--- config.mk ---
export PLATFORM = sky130hd
export DESIGN_NAME = fp32_divider
export DESIGN_NICKNAME = d
export VERILOG_FILES = /design/src/rtl/fp32_divider.sv
export SDC_FILE = /design/constraint.sdc
export NUM_CORES = 1
export LEC_CHECK = 0
export BUFFER_PORTS_ARGS = -buffer_cell sky130_fd_sc_hd__buf_2
export CORE_MARGIN = 5
export CORE_UTILIZATION = 53
export DETAILED_ROUTE_END_ITERATION = 7
export GPL_TIMING_DRIVEN = 0
export PLACE_DENSITY = 0.75
export REMOVE_ABC_BUFFERS = 1
export SYNTH_ARGS = -nofsm -noshare
export SYNTH_HDL_FRONTEND = slang
export SYNTH_SLANG_ARGS = --single-unit
export TNS_END_PERCENT = 5
--- constraint.sdc ---
create_clock -name clk -period 2.4 [get_ports clk]
set_clock_uncertainty 0.05 [all_clocks]
set_input_delay 0.24 -clock clk [delete_from_list [all_inputs] [get_ports clk]]
set_output_delay 0.24 -clock clk [all_outputs]
set_load 0.01 [all_outputs]
--- src/rtl/fp32_divider.sv ---
// rtl/fp32_divider.sv - iterative binary32 divider, one restoring quotient bit per cycle
module fp32_divider (
   input  logic        clk,
   input  logic        rst,
   input  logic        in_valid,
   output logic        in_ready,
   input  logic [31:0] dividend,
   input  logic [31:0] divisor,
   output logic        out_valid,
   input  logic        out_ready,
   output logic [31:0] quotient,
   output logic        busy
);
   typedef enum logic [1:0] {IDLE, CALC, NORM, DONE} state_t;

   state_t            state;
   state_t            state_next;

   logic              sign;
   logic signed [9:0] exp_q;
   logic [24:0]       rem;
   logic [23:0]       dvs;
   logic [24:0]       q;
   logic [4:0]        count;

   logic              accept;
   logic [7:0]        exp_a;
   logic [7:0]        exp_b;
   logic              sign_in;
   logic signed [9:0] exp_in;
   logic              special;
   logic [31:0]       special_result;

   logic              ge;
   logic [24:0]       rem_sub;
   logic [24:0]       rem_next;

   logic signed [9:0] exp_norm;
   logic [22:0]       mant_norm;
   logic [31:0]       norm_result;

   assign accept  = in_valid && in_ready;
   assign exp_a   = dividend[30:23];
   assign exp_b   = divisor[30:23];
   assign sign_in = dividend[31] ^ divisor[31];
   assign exp_in  = $signed({2'b00, exp_a}) - $signed({2'b00, exp_b}) + 10'sd127;

   // Special operands bypass the iteration entirely; order sets precedence.
   always_comb begin
      special        = 1'b1;
      special_result = {sign_in, 31'h0};
      if (exp_b == 8'd0) begin
         special_result = {sign_in, 8'hFF, 23'h0};
      end else if (exp_a == 8'hFF) begin
         special_result = {sign_in, 8'hFF, 23'h0};
      end else if (exp_a == 8'd0) begin
         special_result = {sign_in, 31'h0};
      end else if (exp_b == 8'hFF) begin
         special_result = {sign_in, 31'h0};
      end else begin
         special = 1'b0;
      end
   end

   // Partial remainder stays below 2*D, so bit 24 is free to drop on the shift.
   assign ge       = rem >= {1'b0, dvs};
   assign rem_sub  = rem - {1'b0, dvs};
   assign rem_next = ge ? {rem_sub[23:0], 1'b0} : {rem[23:0], 1'b0};

   always_comb begin
      exp_norm  = q[24] ? exp_q : exp_q - 10'sd1;
      mant_norm = q[24] ? q[23:1] : q[22:0];
      if (exp_norm >= 10'sd255) begin
         norm_result = {sign, 8'hFF, 23'h0};
      end else if (exp_norm <= 10'sd0) begin
         norm_result = {sign, 31'h0};
      end else begin
         norm_result = {sign, exp_norm[7:0], mant_norm};
      end
   end

   always_ff @(posedge clk) begin
      if (rst) begin
         state <= IDLE;
      end else begin
         state <= state_next;
      end
   end

   always_comb begin
      state_next = state;
      case (state)
         IDLE: begin
            if (accept) begin
               state_next = special ? DONE : CALC;
            end
         end
         CALC: begin
            if (count == 5'd24) begin
               state_next = NORM;
            end
         end
         NORM: state_next = DONE;
         DONE: begin
            if (out_ready) begin
               state_next = IDLE;
            end
         end
         default: state_next = IDLE;
      endcase
   end

   always_comb begin
      in_ready  = (state == IDLE);
      out_valid = (state == DONE);
      busy      = (state != IDLE);
   end

   always_ff @(posedge clk) begin
      if (rst) begin
         sign     <= 1'b0;
         exp_q    <= 10'sd0;
         rem      <= 25'h0;
         dvs      <= 24'h0;
         q        <= 25'h0;
         count    <= 5'd0;
         quotient <= 32'h0;
      end else begin
         case (state)
            IDLE: begin
               if (accept) begin
                  sign  <= sign_in;
                  exp_q <= exp_in;
                  rem   <= {2'b01, dividend[22:0]};
                  dvs   <= {1'b1, divisor[22:0]};
                  q     <= 25'h0;
                  count <= 5'd0;
                  if (special) begin
                     quotient <= special_result;
                  end
               end
            end
            CALC: begin
               rem   <= rem_next;
               q     <= {q[23:0], ge};
               count <= count + 5'd1;
            end
            NORM: quotient <= norm_result;
            default: ;
         endcase
      end
   end
endmodule

# Yosys cells after proc, flatten, opt, wreduce, memory -nomap -nowiden
# Index checks and enable logic that the tools add are counted.
[op_classes]
add_sub_neg = 5
magnitude_cmp = 3
eq_ne = 10
n_mux = 25
bitwise_logic = 1
n_reduce_logical = 11
[op_table]
columns = ["op", "count"]
rows = [
  ["$mux 31", 4],
  ["$pmux 25 s2", 2],
  ["$mux 25", 3],
  ["$mux 32", 2],
  ["$pmux 32 s2", 1],
  ["$ge 25x24->1", 1],
  ["$sub 24x24->24", 1],
  ["$mux 23", 1],
  ["$eq 8x8->1 const B", 2],
  ["$logic_not 8->1", 2],
  ["$add 9x8->10 const B", 1],
  ["$ge 10x9->1 const B", 1],
  ["$le 10x1->1 const B", 1],
  ["$mux 10", 1],
  ["$pmux 5 s2", 1],
  ["$sub 10x2->10 const B", 1],
  ["$sub 8x8->9", 1],
  ["$mux 2", 4],
  ["$pmux 2 s4", 1],
  ["$ne 2x1->1 const B", 3],
  ["$reduce_and 3->1", 2],
  ["$reduce_bool 2->1", 3],
  ["$add 5x1->5 const B", 1],
  ["$eq 5x5->1 const B", 1],
  ["other kinds (9)", 14],
]
[totals]
ff_bits = 124
inputBits = 68
output_inout_bits = 35
wordCells = 63

# Longest topological paths before layout
[depth]
ltp_word = 8
mapped_depth = 11

# Worst setup path after synthesis
# No wires, ideal clock.
[synth_path]
kind = "input port to flip-flop"
start = "input port dividend[23]"
end = "register exp_q[8]"
setup_time_ps = 122
t_arrival_ps = 2303
path_slack_ps = -75
stages = 11
n_path_buf = 0
path_cell_list = "inv_1 ha_1 inv_1 fa_1 a21o_1 a311o_1 a21oi_1 xor2_1 nor4b_1 o211a_1 a211oi_1"
[synth_via]
elab_chain_len = 2
[synth_lines]
columns = ["item", "line_no", "text"]
rows = [
  ["start, declared", "7", "input logic [31:0] dividend,"],
  ["$sub 8x8->9", "46", "assign exp_in = $signed({2'b00, exp_a}) - $signed({2'b00, exp_b}) + 10'sd127;"],
  ["$add 9x8->10", "46", ""],
  ["end signal, assigned", "133", "exp_q <= exp_in;"],
  ["end, declared", "20", "logic signed [9:0] exp_q;"],
]
# No other way between the ends.
# A chain may end at the register's enable or synchronous reset.

# Worst setup path in the final report
[layout_path]
start = "register rem[0]"
end = "register rem[19]"
[layout_via]
elab_chain_len = 3
elab_cells_between_ends = 4
cone_classes = "1 x add/sub; 1 x order compare; 2 x mux"
[layout_lines]
columns = ["item", "line_no", "text"]
rows = [
  ["start, declared", "21", "logic [24:0] rem;"],
  ["start signal, assigned", "134", "rem <= {2'b01, dividend[22:0]};"],
  ["start signal, assigned", "144", "rem <= rem_next;"],
  ["$sub 24x24->24 / $ge 25x24->1 (equally long branches)", "67, 66", ""],
  ["$mux 25 *", "68", "assign rem_next = ge ? {rem_sub[23:0], 1'b0} : {rem[23:0], 1'b0};"],
  ["$pmux 25 s2 *", "129", "case (state)"],
]
# Mark *: on every way between the ends. The rest lies on a longest branch, timed or not.

==> flow_summary.json <==
{
  "wire_per_inst_um": 17.75,
  "synth.avg_cell_area_sq_um": 8.136,
  "area_growth_pct": 30.77,
  "synth-edff-count": 0,
  "clkPwrFrac": 0.185,
  "p_int_mw": 7.402,
  "hold_viol_final": 0,
  "drv_slew": 0,
  "final_common_cell": "nand2_1",
  "grt_max_degree": 67,
  "ys_ff_latch": 124,
  "hpwlAfterDp_mm": 12.99,
  "p_leak_nw": 3.915,
  "synth_flop_cell": "dfxtp_1",
  "drt_first_pass_iters": 5,
  "syn_area_sq_um": 7477,
  "placedCellCount": 1150,
  "ir_drop_mv": 0.9245,
  "clock_latency_ns": 0.42,
  "avgViaCountPerCell": 6.022,
  "fin_util": 0.7044,
  "cts_tree": "yes",
  "num_vias": 7522,
  "postRouteAntennaNets": 0,
  "crit_type": "register to register",
  "grt-ovfl-total": 0,
  "cts_made_buffers": 17,
  "synthArstFlopShare": 0,
  "synth_cell_type_count": 68,
  "drive_gt1_frac": 0.2984,
  "wirelength_mm": 22.17,
  "critPathCaptureType": "register",
  "cp-start-kind": "register",
  "finalPower_mw": 13.37,
  "place.port_buffers": 102,
  "routabilityCongestion": 0.8965,
  "cp.arrival_ns": 2.77,
  "antenna_found_initial": 0,
  "drt_iter0_drc": 795,
  "rsz0062_at_grt": "true",
  "finalCriticalPeriod_ns": 2.510,
  "core_sq_um": 13880,
  "num_io_pins": 103,
  "crit_start": "rem[0]$_SDFFE_PP0P_",
  "p_per_area_nw_per_um2": 1368,
  "cap_violations": 0,
  "fp.dieH_um": 128.8,
  "required_ns": 2.66,
  "p_comb_frac": 0.607,
  "relSlewSlack": 0.5729,
  "clk_pin_slew_ns": 0.05,
  "crit_fanout": 3,
  "cts_buffer_depth": 2,
  "grt_pass1_vias": 6912,
  "grt_first_pass_wirelength_mm": 33.84,
  "die_x_um": 128.8,
  "htree_levels": 4,
  "syn_inst": 919,
  "die-area_sq_um": 16580,
  "final_cell_mix": "114 x nand2_1, 112 x dfxtp_1, 101 x buf_2",
  "worstMarginPinSlew_ns": 0.6406,
  "insertedDiodeCount": 0,
  "timing.fmax_mhz": 398.4,
  "drc": 0,
  "p_seq_frac": 0.208,
  "period_share": 1.046,
  "clock-sinks": 124,
  "swShare": 0.4465,
  "start_util": 0.5387,
  "r2r-start": "rem[0]$_SDFFE_PP0P_",
  "grt.total_usage": 0.2531,
  "fill_cells": 1058,
  "hold_slack_ns": 0.01088,
  "netSwitchingPower_mw": 5.971,
  "setup_ws_ns": -0.1102,
  "worstHoldStart": "divisor[17]",
  "layout.nets": 1168,
  "violations": "setup timing",
  "synth-warning-count": 0,
  "finalSetupViolCount": 40,
  "worstHoldPathType": "input port to register",
  "outcome": "finished, violations left",
  "layoutNonFillerInstCount": 1249,
  "num_rows": 43,
  "pre_cts_slack_ns": -1.265,
  "cts-root-buf": "clkbuf_16",
  "seq_area_frac_synth": 0.3320
}
[what timing repair did]
item	in CTS	in global routing
cloned	3	1
hold endpoints to repair	11	1
endpoints found under the setup margin	84	60
setup buffers	25	28
pin swaps	28	45
resized for setup	81	53
hold buffers	11	1
[final timing paths]
kind                                to  slack, ns  depth (start not counted)
max               rem[19]$_SDFFE_PP0P_      -0.11                         11
min reg2reg  quotient[21]$_SDFFE_PP0P_       0.40                          2
max reg2reg       rem[19]$_SDFFE_PP0P_      -0.11                         11
min               dvs[17]$_SDFFE_PP0P_       0.01                          3
[per-stage QoR]
step / setup TNS (ns) / area (sq um)
4_1_cts: -2.269 / 9333
2_1_floorplan: -83.41 / 7224
3_5_place_dp: -45.73 / 8049
3_3_place_gp: -200.65 / 7960
6_report: -2.744 / 9778
5_1_grt: -6.631 / 9778
[per-layer routing]
metal / vias up / wire length [um] / track usage
li1: 3598 / - / -
met1: 3569 / 9398 / 0.3247
met2: 300 / 10800 / 0.4280
met3: 55 / 1421 / 0.05189
met4: 0 / 545 / 0.07906
met5: - / 0 / 0
[cell usage after synthesis (all sizes together), types with 4 or more instances]
cell    instances  share of area
o21a            7         0.0070
nor4            8         0.0075
nor2           81          0.042
o21bai          5         0.0050
o211ai          9         0.0090
a21o           13          0.013
nand2b          5         0.0042
nand4b          5         0.0079
nand3b          9         0.0090
inv            50          0.025
a22oi          51          0.051
mux2i          25          0.033
o31ai           4         0.0040
o21ai          51          0.044
buf            15          0.014
a221o           7         0.0094
nand3          15          0.010
a211oi         15          0.015
ha             40          0.067
nor3b           6         0.0060
xnor2          22          0.026
and2            7         0.0062
nor2b           7         0.0059
a21oi          69          0.046
clkbuf         40          0.020
dfxtp         124           0.33
and3            4         0.0033
nor3           15          0.010
nand4          13          0.011
o221ai         11          0.013
xor2           20          0.023
nand2         120          0.060
[sequential cells by signal, indices dropped and copies added (netlist names)]
register / count
count: 5
dvs: 24
exp_q: 10
q: 25
quotient: 32
rem: 25
sign: 1
state: 2
[power groups by stage]
stage          combinational (mW)  sequential, mW  clock [mW]
5_1_grt                      8.68            2.82        2.59
4_1_cts                      6.99            2.75        2.50
6_report                     8.12            2.78        2.47
2_1_floorplan                4.33            2.69           0
3_3_place_gp                 5.76            2.75           0
3_5_place_dp                 5.81            2.74           0
[critical path, stage by stage, from the launching register on]
cell and delay [ns]:
dfxtp_2 0.33, inv_2 0.05, ha_4 0.15, fa_2 0.39
nor2b_4 0.15, o2111ai_4 0.15, a311o_1 0.39, buf_4 0.16
nand3_2 0.08, a21oi_2 0.07, xnor2_1 0.13, a221o_1 0.28
[kinds of logic (layout without fill, tap and decap cells)]
family	count (synthesis)	after routing	synth area share
compound gates	272	273	0.2545
xor+xnor	42	42	0.04920
fa+ha+maj	42	42	0.07229
buf+inv	105	251	0.05890
flops	124	124	0.3320
mux	26	26	0.03497
simple gates	308	311	0.1981
[cell type report]
| class | instances | area (sq um) | share of cell area |
|---|---|---|---|
| multi-input combinational | 694 | 5100 | 0.5216 |
| sequential | 124 | 2505 | 0.2562 |
| timing repair buffer | 171 | 1190 | 0.1217 |
| clock buffer | 19 | 442.9 | 0.04530 |
| tap | 180 | 225.2 | 0.02303 |
| inverter | 50 | 192.7 | 0.01971 |
| clock inverter | 11 | 122.6 | 0.01254 |
No activity file was read; power rests on OpenSTA's default activity.
